## src/rtl/roll_animator.sv

```systemverilog
// roll_animator: two-player dice-roll engine.
// Each player owns an IDLE -> ROLL -> SETTLE FSM that turns a start pulse into a
// decelerating sequence of face updates and then settles on a final face 1..6.
// A single free-running 16-bit Galois LFSR supplies the randomness for both dice.
//
// Ports:
//   clk              system clock
//   rst              asynchronous, active-high reset
//   tick             1 kHz one-clk enable from the prescaler
//   start1/start2    debounced one-clk start pulses
//   dice1/dice2      current face of each die (1..6)
//   rolling1/2       high while that die is animating
//   done1/2          one-clk pulse when that die settles
//
// Build option: define ROLL_LOCK_EN to let only one die animate at a time
// (player 1 wins a same-clk tie from all-idle).
module roll_animator #(
    parameter logic [15:0] LFSR_SEED  = 16'hACE1,
    parameter int unsigned FAST_TICKS = 20,
    parameter int unsigned STEP_TICKS = 10,
    parameter int unsigned SLOW_TICKS = 200
) (
    input  logic       clk,
    input  logic       rst,
    input  logic       tick,
    input  logic       start1,
    input  logic       start2,
    output logic [3:0] dice1,
    output logic [3:0] dice2,
    output logic       rolling1,
    output logic       rolling2,
    output logic       done1,
    output logic       done2
);

    localparam int unsigned LFSR_W = 16;
    localparam int unsigned CNT_W  = 8;
    localparam int unsigned FACE_W = 4;
    localparam int unsigned NPLAY  = 2;

    localparam logic [CNT_W-1:0]  FAST_L = CNT_W'(FAST_TICKS);
    localparam logic [CNT_W-1:0]  STEP_L = CNT_W'(STEP_TICKS);
    localparam logic [CNT_W-1:0]  SLOW_L = CNT_W'(SLOW_TICKS);
    // Right-shift Galois taps for x^16 + x^14 + x^13 + x^11 + 1
    localparam logic [LFSR_W-1:0] TAPS   = 16'hB400;

    typedef enum logic [1:0] {
        IDLE   = 2'd0,
        ROLL   = 2'd1,
        SETTLE = 2'd2
    } state_e;

    logic [LFSR_W-1:0] lfsr_q, lfsr_d;
    state_e            state_q    [NPLAY];
    state_e            state_d    [NPLAY];
    logic [CNT_W-1:0]  interval_q [NPLAY];
    logic [CNT_W-1:0]  interval_d [NPLAY];
    logic [CNT_W-1:0]  cnt_q      [NPLAY];
    logic [CNT_W-1:0]  cnt_d      [NPLAY];
    logic [FACE_W-1:0] face_q     [NPLAY];
    logic [FACE_W-1:0] face_d     [NPLAY];
    logic              rolling_q  [NPLAY];
    logic              rolling_d  [NPLAY];
    logic              done_q     [NPLAY];
    logic              done_d     [NPLAY];

    logic [2:0]        face_lo    [NPLAY];
    logic [2:0]        face_hi    [NPLAY];
    logic              start_ok   [NPLAY];

    // Candidate face: low field if it is 1..6, else high field, else previous face + 1 (6 wraps to 1)
    function automatic logic [FACE_W-1:0] next_face(
        input logic [2:0]        lo,
        input logic [2:0]        hi,
        input logic [FACE_W-1:0] prev
    );
        logic [FACE_W-1:0] f;
        if (lo >= 3'd1 && lo <= 3'd6) begin
            f = FACE_W'(lo);
        end else if (hi >= 3'd1 && hi <= 3'd6) begin
            f = FACE_W'(hi);
        end else if (prev == FACE_W'(6)) begin
            f = FACE_W'(1);
        end else begin
            f = FACE_W'(prev + FACE_W'(1));
        end
        return f;
    endfunction

    // Per-die LFSR field selection
    always_comb begin
        face_lo[0] = lfsr_q[2:0];
        face_hi[0] = lfsr_q[5:3];
        face_lo[1] = lfsr_q[10:8];
        face_hi[1] = lfsr_q[13:11];
    end

    // Start qualification (optionally mutually exclusive between players)
    always_comb begin
`ifdef ROLL_LOCK_EN
        start_ok[0] = start1 && (state_q[0] == IDLE) && (state_q[1] == IDLE);
        start_ok[1] = start2 && (state_q[0] == IDLE) && (state_q[1] == IDLE) && !start1;
`else
        start_ok[0] = start1 && (state_q[0] == IDLE);
        start_ok[1] = start2 && (state_q[1] == IDLE);
`endif
    end

    // Next-state and output logic for the LFSR and both player FSMs
    always_comb begin
        lfsr_d = {1'b0, lfsr_q[LFSR_W-1:1]} ^ (lfsr_q[0] ? TAPS : '0);

        for (int p = 0; p < NPLAY; p++) begin
            state_d[p]    = state_q[p];
            interval_d[p] = interval_q[p];
            cnt_d[p]      = cnt_q[p];
            face_d[p]     = face_q[p];

            case (state_q[p])
                IDLE: begin
                    if (start_ok[p]) begin
                        state_d[p]    = ROLL;
                        interval_d[p] = FAST_L;
                        cnt_d[p]      = '0;
                    end
                end
                ROLL: begin
                    if (tick) begin
                        if (cnt_q[p] == CNT_W'(interval_q[p] - CNT_W'(1))) begin
                            face_d[p] = next_face(face_lo[p], face_hi[p], face_q[p]);
                            cnt_d[p]  = '0;
                            if (interval_q[p] == SLOW_L) begin
                                state_d[p] = SETTLE;
                            end else begin
                                interval_d[p] = CNT_W'(interval_q[p] + STEP_L);
                            end
                        end else begin
                            cnt_d[p] = CNT_W'(cnt_q[p] + CNT_W'(1));
                        end
                    end
                end
                SETTLE: begin
                    state_d[p] = IDLE;
                end
                default: begin
                    state_d[p] = IDLE;
                end
            endcase

            // Flags are registered from the next state so they align with it
            rolling_d[p] = (state_d[p] == ROLL);
            done_d[p]    = (state_d[p] == SETTLE);
        end
    end

    // State registers
    always_ff @(posedge clk or posedge rst) begin
        if (rst) begin
            lfsr_q <= LFSR_SEED;
            for (int p = 0; p < NPLAY; p++) begin
                state_q[p]    <= IDLE;
                interval_q[p] <= FAST_L;
                cnt_q[p]      <= '0;
                face_q[p]     <= FACE_W'(1);
                rolling_q[p]  <= 1'b0;
                done_q[p]     <= 1'b0;
            end
        end else begin
            lfsr_q <= lfsr_d;
            for (int p = 0; p < NPLAY; p++) begin
                state_q[p]    <= state_d[p];
                interval_q[p] <= interval_d[p];
                cnt_q[p]      <= cnt_d[p];
                face_q[p]     <= face_d[p];
                rolling_q[p]  <= rolling_d[p];
                done_q[p]     <= done_d[p];
            end
        end
    end

    assign dice1    = face_q[0];
    assign dice2    = face_q[1];
    assign rolling1 = rolling_q[0];
    assign rolling2 = rolling_q[1];
    assign done1    = done_q[0];
    assign done2    = done_q[1];

endmodule

```

## config.mk

```make
export PLATFORM = sky130hd
export DESIGN_NAME = roll_animator
export DESIGN_NICKNAME = d
export VERILOG_FILES = /design/src/rtl/roll_animator.sv
export SDC_FILE = /design/constraint.sdc
export NUM_CORES = 1
export LEC_CHECK = 0
export ABC_AREA = 1
export CORE_MARGIN = 4
export CORE_UTILIZATION = 55
export DETAILED_ROUTE_END_ITERATION = 8
export PLACE_DENSITY = 0.73
export SLEW_MARGIN = 20
export SYNTH_ARGS = -nofsm -noshare
export SYNTH_HDL_FRONTEND = slang
export SYNTH_SLANG_ARGS = --single-unit
```

## constraint.sdc

```tcl
create_clock -name clk -period 3.61 [get_ports clk]
set_input_delay 0.722 -clock clk [delete_from_list [all_inputs] [get_ports clk]]
set_output_delay 0.722 -clock clk [all_outputs]
set_load 0.03 [all_outputs]
```

==> flow_summary.ini <==
[timing]
rsz0062_at_grt = no
drv_slew = 0
finalCritPeriodShare = 0.640
max_freq_mhz = 433
relSlewSlack = 0.544
setup_viol = 0
tns_ns = 0
tightest_slew_ns = 0.682
fin_worst_skew_ns = 0.00486
hold-worst-slack_ns = 0.357
hold_violations = 0
min_period_ns = 2.31

[routing]
viasPerCell = 5.16
vias = 3197
dr.first_iter.drc_count = 194
routed_wl_mm = 7.78
wl_per_cell_um = 12.5
ant_nets = 0
drtPass1Iterations = 4
drc = 0

[synthesis]
synth_fp_nets = 531
ys_ff_latch = 62
syn_area_per_cell_um2 = 7.35
synthesis.area_um2 = 3820
yosysWarnings = 0
syn_inst = 520
ys_async_sr_fraction = 1.00
synthTopCellsByCount = nand2_1 (155), inv_1 (58), nor2_1 (53), dfrtp_1 (48), nand3_1 (27)
yosysTopAreaCell = dfrtp_1
synth_top_flop_cell = dfrtp_1
yosysMostFrequentCell = nand2_1
ys_seq_area_frac = 0.410
yosysTopAreaCellShare = 0.314
synth_edf_count = 0
ys_types = 36
ys_top_cells_by_area = dfrtp_1 (31%), nand2_1 (15%), dfstp_2 (9.6%)

[worst_hold_path]
min_from = lfsr_q[7]
hold_path_end = lfsr_q[6]
hold_path_depth = 0
hold_class = flip-flop to flip-flop

[placement]
place_area_um2 = 4010
port_buffers = 16
place_congestion = 0.884
hpwl_mm = 5.59
placed_cells = 604

[floorplanning]
die_area_um2 = 8350
num_rows = 30
die_x_um = 91.4
ios = 17
start_util = 0.566
coreArea_um2 = 6760
dieHeight_um = 91.4

[cts]
cts-root-buf = clkbuf_8
cts_tree = yes
ctsHoldBuffers = 0
cts.path.max_buffers = 2
numCtsBuffers = 9
clkLatencyLatePin_ns = 0.34
cts-resized-gates = 0
cts.reportedPaths.clkPinSlew_ns = 0.07
htree_levels = 3
cts.sinks = 62
cts_setup_buffers = 0

[worst_setup_path]
path_max_fanout = 5
critPathTopFamily = buffers and inverters
r2r_start = interval_q[2]
rr_worst_depth = 13
path_class = flip-flop to output pin
arrival_ns = 1.59
r2r_slack_ns = 1.36
regToRegEndpoint = interval_q[3]
path_buf_inv = 1
worst_setup_path_end_kind = output pin
cpPeakStageDelay_ns = 0.68
crit_chain = clkdlybuf4s50_1
cp.required_ns = 2.89
start_kind = flip-flop
slowest_stage = clkdlybuf4s50_1

[final_layout]
areaGrowthSynthToFinish_pct = 9.65
drive_gt1_frac = 0.139
nFillCells = 605
instances_no_fill = 620
num_antenna_cells = 0
fin_nets = 546
final_core_util = 0.621
finalInstanceArea_um2 = 4190

[global_routing]
grt.total_usage = 0.207
grt_pass1_wl_mm = 14.1
grt.overflow.total = 0
antenna_found_initial = 0
grt_max_degree = 33
first_global_vias = 3067

[power_and_ir_drop]
p_leak_nw = 2.20
powerDensity_nw_per_um2 = 524
irDropWorstVdd_mv = 0.280

[job]
cap_violations = 0

[status]
outcome = complete, no violations
## registers in the layout, summed over array words and instances (netlist names)
signal and flops:
dice2 4, lfsr_q 16, interval_q 14, state_q 4, rolling1 1, rolling2 1
cnt_q 16, done1 1, dice1 4, done2 1
## kinds of logic after synthesis
logic type	synth area share
AOI/OAI and AO/OA	0.0743
xor gates and xnor gates	0.0550
adders and majority gates	0.0196
buffers and inverters	0.0975
DFF	0.410
muxes	0.00262
and+or+nand+nor	0.341
## per-stage QoR
stage,total power [mW],worst slack (ns)
after floorplan,1.48,1.37
after global placement,1.62,1.17
after detailed placement,1.63,1.13
after CTS,2.21,1.29
after global routing,2.38,1.10
final,2.20,1.30
## metal layers
| layer | up-vias | share of wire | GRT usage |
|---|---|---|---|
| met5 | - | 0 | 0 |
| met4 | 0 | 0.012 | 0.0716 |
| met3 | 10 | 0.043 | 0.0530 |
| met2 | 57 | 0.46 | 0.323 |
| met1 | 1466 | 0.48 | 0.279 |
| li1 | 1664 | - | - |
## worst max path at each step
stage | startpoint | endpoint | slack (ns) | cells after the start
after floorplan | rst | cnt_q[0] | 1.37 | 1
after global placement | tick | cnt_q[3] | 1.17 | 6
after detailed placement | tick | cnt_q[3] | 1.13 | 6
after CTS | dice1[0] | dice1[0] | 1.29 | 1
after global routing | interval_q[2] | interval_q[1] | 1.10 | 13
final | dice1[0] | dice1[0] | 1.30 | 1
## report_power, final
part	leakage, nW	internal, mW	total [mW]	switching (mW)
Sequential	0.738	0.804	0.956	0.152
Clock	0.0913	0.285	0.569	0.284
Combinational	1.37	0.271	0.674	0.403
Total	2.20	1.36	2.20	0.839
## layout by cell type, fill, tap and decap left out, types with 4 or more instances in the layout
master | synthesis | routed
dfrtp_1 | 48 | 48
a21oi_1 | 14 | 14
xor2_1 | 22 | 22
dfstp_2 | 14 | 14
clkdlybuf4s50_1 | 0 | 16
ha_1 | 6 | 6
inv_2 | 14 | 15
nor3_1 | 4 | 4
o21ai_0 | 22 | 22
nor2_4 | 4 | 4
nand2_2 | 9 | 9
nand3_1 | 27 | 27
nor2_1 | 53 | 53
nor2_2 | 7 | 7
o21ai_1 | 10 | 10
inv_1 | 58 | 57
clkbuf_8 | 0 | 11
nand4_1 | 18 | 18
nand2_1 | 155 | 155
## area by class of cell
class	instances	area, um2	share of cell area
multi-input cells	372	1880	0.449
flip-flops and latches	62	1570	0.374
inverters	73	277	0.0660
repair buffers	17	180	0.0430
clock buffers	11	151	0.0361
well taps	80	100	0.0239
clock inverters	5	33.8	0.00806
## worst reg2reg max path, cell delays in order (launching register included)
cell and delay [ns]:
dfstp_2 0.59, inv_1 0.10, ha_1 0.30, inv_1 0.05
nand2_1 0.06, nand3_1 0.06, nor2_1 0.17, nand2_1 0.08
nor2_1 0.12, nand2_2 0.09, nand2_4 0.18, nand3_2 0.18
nand2_1 0.12, nand2_1 0.05
(Power assumes the default switching activity.)
